===== src/rtl/fetch_inst_buf.sv =====
// fetch_inst_buf: in-order instruction/PC FIFO between fetch and decode.
// Decouples icache return timing from decoder back-pressure.
module fetch_inst_buf #(
    parameter int ADDR  = 32,
    parameter int INST  = 32,
    parameter int DEPTH = 4
) (
    input  logic                       clk,
    input  logic                       reset_,
    input  logic                       flush,
    input  logic                       ic_e_,
    input  logic [ADDR-1:0]            ic_pc,
    input  logic [INST-1:0]            ic_inst,
    output logic                       buf_full,
    output logic [$clog2(DEPTH):0]     buf_cnt,
    input  logic                       dec_stall,
    output logic                       inst_e_,
    output logic [ADDR-1:0]            inst_pc,
    output logic [INST-1:0]            inst
);

    localparam int PW = $clog2(DEPTH);
    localparam int CW = PW + 1;

    logic [ADDR-1:0] pc_mem   [DEPTH];
    logic [INST-1:0] inst_mem [DEPTH];

    logic [PW-1:0] rp;
    logic [PW-1:0] wp;
    logic [CW-1:0] cnt;
    logic [CW-1:0] cnt_nxt;
    logic          empty;
    logic          push;
    logic          pop;

    assign empty    = (cnt == '0);
    assign buf_full = (cnt == CW'(DEPTH));
    assign buf_cnt  = cnt;

    // A full buffer rejects pushes even when a pop frees a slot this cycle.
    assign push = !ic_e_ && !buf_full && !flush;
    assign pop  = !empty && !dec_stall && !flush;

    // Occupancy bookkeeping; push and pop together cancel out.
    always_comb begin
        cnt_nxt = cnt;
        unique case ({push, pop})
            2'b10:   cnt_nxt = cnt + CW'(1);
            2'b01:   cnt_nxt = cnt - CW'(1);
            default: cnt_nxt = cnt;
        endcase
    end

    // Pointer and counter state; flush wins over any handshake.
    always_ff @(posedge clk or negedge reset_) begin
        if (!reset_) begin
            rp  <= '0;
            wp  <= '0;
            cnt <= '0;
        end else if (flush) begin
            rp  <= '0;
            wp  <= '0;
            cnt <= '0;
        end else begin
            if (push) begin
                wp <= wp + PW'(1);
            end
            if (pop) begin
                rp <= rp + PW'(1);
            end
            cnt <= cnt_nxt;
        end
    end

    // Entry storage; contents are don't-care after reset or flush.
    always_ff @(posedge clk) begin
        if (push) begin
            pc_mem[wp]   <= ic_pc;
            inst_mem[wp] <= ic_inst;
        end
    end

    // Head presentation; zeroed while the buffer is empty.
    always_comb begin
        inst_e_ = empty;
        inst_pc = '0;
        inst    = '0;
        if (!empty) begin
            inst_pc = pc_mem[rp];
            inst    = inst_mem[rp];
        end
    end

endmodule


===== config.mk =====
export PLATFORM = sky130hd
export DESIGN_NAME = fetch_inst_buf
export DESIGN_NICKNAME = d
export VERILOG_FILES = /design/src/rtl/fetch_inst_buf.sv
export SDC_FILE = /design/constraint.sdc
export NUM_CORES = 1
export LEC_CHECK = 0
export ABC_AREA = 1
export CAP_MARGIN = 30
export CORE_ASPECT_RATIO = 2
export CORE_MARGIN = 3
export CORE_UTILIZATION = 49
export DETAILED_ROUTE_END_ITERATION = 10
export PLACE_DENSITY_LB_ADDON = 0.1
export SETUP_SLACK_MARGIN = 0.2
export SLEW_MARGIN = 20
export SYNTH_ARGS = -nofsm -noshare
export SYNTH_HDL_FRONTEND = slang
export SYNTH_SLANG_ARGS = --single-unit

===== constraint.sdc =====
create_clock -name clk -period 3.9 [get_ports clk]
set_clock_uncertainty 0.05 [all_clocks]
set_input_delay 0.78 -clock clk [delete_from_list [all_inputs] [get_ports clk]]
set_output_delay 0.78 -clock clk [all_outputs]
set_load 0.005 [all_outputs]

==> qor.txt <==
status: complete, no violations
Setup crit end kind: output pin
synth warn: 0
synthesized area: 0.0103 mm2
sequential cell area: 0.00787 mm2
ANT cells: 0
Clock Root Buffer: clkbuf_16
Max Fclk: 0.283 GHz
Final Hold Fails: 0
crit path time final: 3530 ps
via count of the first global-routing pass: 7062
Hold Buf Count CTS: 0
Yosys reg bits: 263
Register-to-Register Path Depth: 7
Routed Antenna Nets: 0
sequential share of the synthesized area: 76.0%
Post-Syn Nets: 896
synthesized instance count: 822
via count: 6636
Congestion Overflow GR: 0
Worst-Margin Slew: 690 ps
Initial Util: 50.3%
RSZ-0062 raised after global routing: no
Die H: 211 um
DRT Pass-1 Iters: 5
die area: 0.0230 mm2
CP max FO: 39
routed len/inst: 19.0 um
WS Path Type: flip-flop to output pin
mean post-synth cell area: 12.6 um2
initial antenna violation count: 0
Placed Area: 0.0120 mm2
via-per-instance ratio: 5.38
Die Wd: 109 um
fill cell count: 1637
CP startpoint kind: flip-flop
Clock Sinks: 263
Peak VDD IR: 0.397 mV
worst r2r dst: inst_mem[2][5]
layout cells sized above 1: 6.00%
CTS tree: yes
setup TNS: 0 ps
max cap viols: 0
worst hold slack: 489 ps
pwr/cell area: 636 mW/mm2
Nets: 1025
Worst EP required: 3070 ps
first-pass GRT wire length: 36.8 mm
Leakage: 4.30 nW
dpl hpwl: 13.9 mm
Hold Crit Class: input pin to asynchronous set/reset pin
area grow syn2layout: 22.6%
largest net degree at the start of global routing: 130
reg2reg start: buf_cnt[1]
H-tree Lvls: 1
reg-to-reg setup timing slack: 1490 ps
PortBufs: 137
io pins: 138
Post-route DRC: 0
RePlAce Congestion: 0.775
library cells used by synthesis: 18
Clock Latency Late Sink: 510 ps
Initial DRC Count: 480
Core ar.: 0.0206 mm2
area occupied by multi-input gates: 0.00219 mm2
fin. max-slew vios: 0
fin crit share: 90.5%
# setup viols final: 0
WP data arrival: 2700 ps
Total Routed Length: 23.4 mm
final instance area: 0.0127 mm2
CTS resizes: 0
Clock Path Buffers: 3
Setup Buffers After CTS: 0
site row count: 74
relative slew slack: 54.0%
Inserted Clock Buffers: 22
clock transition at the registers of the reported paths: 70 ps
global-route usage over all layers: 20.6%
## synthesized netlist by cell type (all sizes together)
master  number  area [um2]
a21oi       68         340
nor2       263         987
nand2       21        78.8
clkbuf      14        52.6
nand3        2        10.0
edfxtp     256        7690
ha           4        50.1
xnor2        1        8.76
fa           1        20.0
inv         18        67.6
o21ai      132         661
dfrtp        7         175
buf         35         208
## worst max path at each step
stage               start             end  cells past startpoint  slack (ps)
finish              rp[0]         inst[8]                      5         370
global route        rp[0]     inst_pc[31]                      5         200
CTS                 rp[1]        inst[26]                      6         250
detailed placement  rp[1]        inst[26]                      6         790
global placement    rp[1]      inst_pc[9]                      6         800
floorplan           ic_e_  inst_mem[0][0]                      5        -440
## registers in the layout (all words and copies together), names as in the netlist
register / flops
pc_mem: 128
buf_cnt: 3
wp: 2
inst_mem: 128
rp: 2
## layout by cell type, fill, tap and decap left out, drive strengths merged
cell type      netlist  final
dfrtp                7      7
bufinv               0      1
nand2               21     21
a21oi               68     68
buf                 35     17
o21ai              132    132
nor2               263    263
clkinvlp             0      1
inv                 18     17
clkdlybuf4s50        0    137
clkinv               0     11
edfxtp             256    256
fa                   1      1
nand3                2      2
clkbuf              14     28
ha                   4      4
xnor2                1      1
## report_power, final
| part | leakage, nW | switching (mW) | internal (mW) |
|---|---|---|---|
| logic | 1.55 | 1.40 | 1.21 |
| clock network | 0.336 | 0.947 | 1.15 |
| registers | 2.41 | 0.0738 | 3.29 |
## logic make-up after synthesis
| family | count (synthesis) | share of synthesized area [%] |
|---|---|---|
| fa+ha+maj | 5 | 0.677 |
| simple gates | 286 | 10.4 |
| flops | 263 | 76.0 |
| xor+xnor | 1 | 0.0847 |
| compound gates | 200 | 9.67 |
| buf+inv | 67 | 3.17 |
## metrics by stage
step                instances  util [%]  power, mW  worst slack, ps
floorplan                 822         -       4.66             -439
detailed placement       1193      58.4       6.05              790
finish                   1233      61.7       8.07              371
CTS                      1233      61.7       8.15              250
global route             1233      61.7       8.50              200
global placement         1193      58.4       6.02              801
## per-layer routing
| layer | global-route usage (%) | up-vias | wire [um] | part of all wire, % |
|---|---|---|---|---|
| met3 | 3.11 | 38 | 1020 | 4.4 |
| met4 | 7.50 | 0 | 598 | 2.6 |
| met1 | 24.2 | 3275 | 9110 | 39 |
| met5 | 0 | - | 0 | 0 |
| met2 | 37.7 | 172 | 12700 | 54 |
| li1 | - | 3151 | - | - |
## area by class of cell
| cell class | instances | share of cell area, % |
|---|---|---|
| sequential | 263 | 62.0 |
| multi-input combinational | 492 | 17.2 |
| timing repair buffer | 154 | 12.2 |
| clock buffer | 28 | 4.68 |
| tap | 266 | 2.62 |
| clock inverter | 12 | 0.661 |
| inverter | 18 | 0.542 |
## worst max-delay path, stage by stage (launching register included)
cell	delay, ps
dfrtp_4	500
clkinv_2	370
buf_4	360
o21ai_0	130
a21oi_1	260
clkdlybuf4s50_1	570
(Power assumes the default switching activity.)
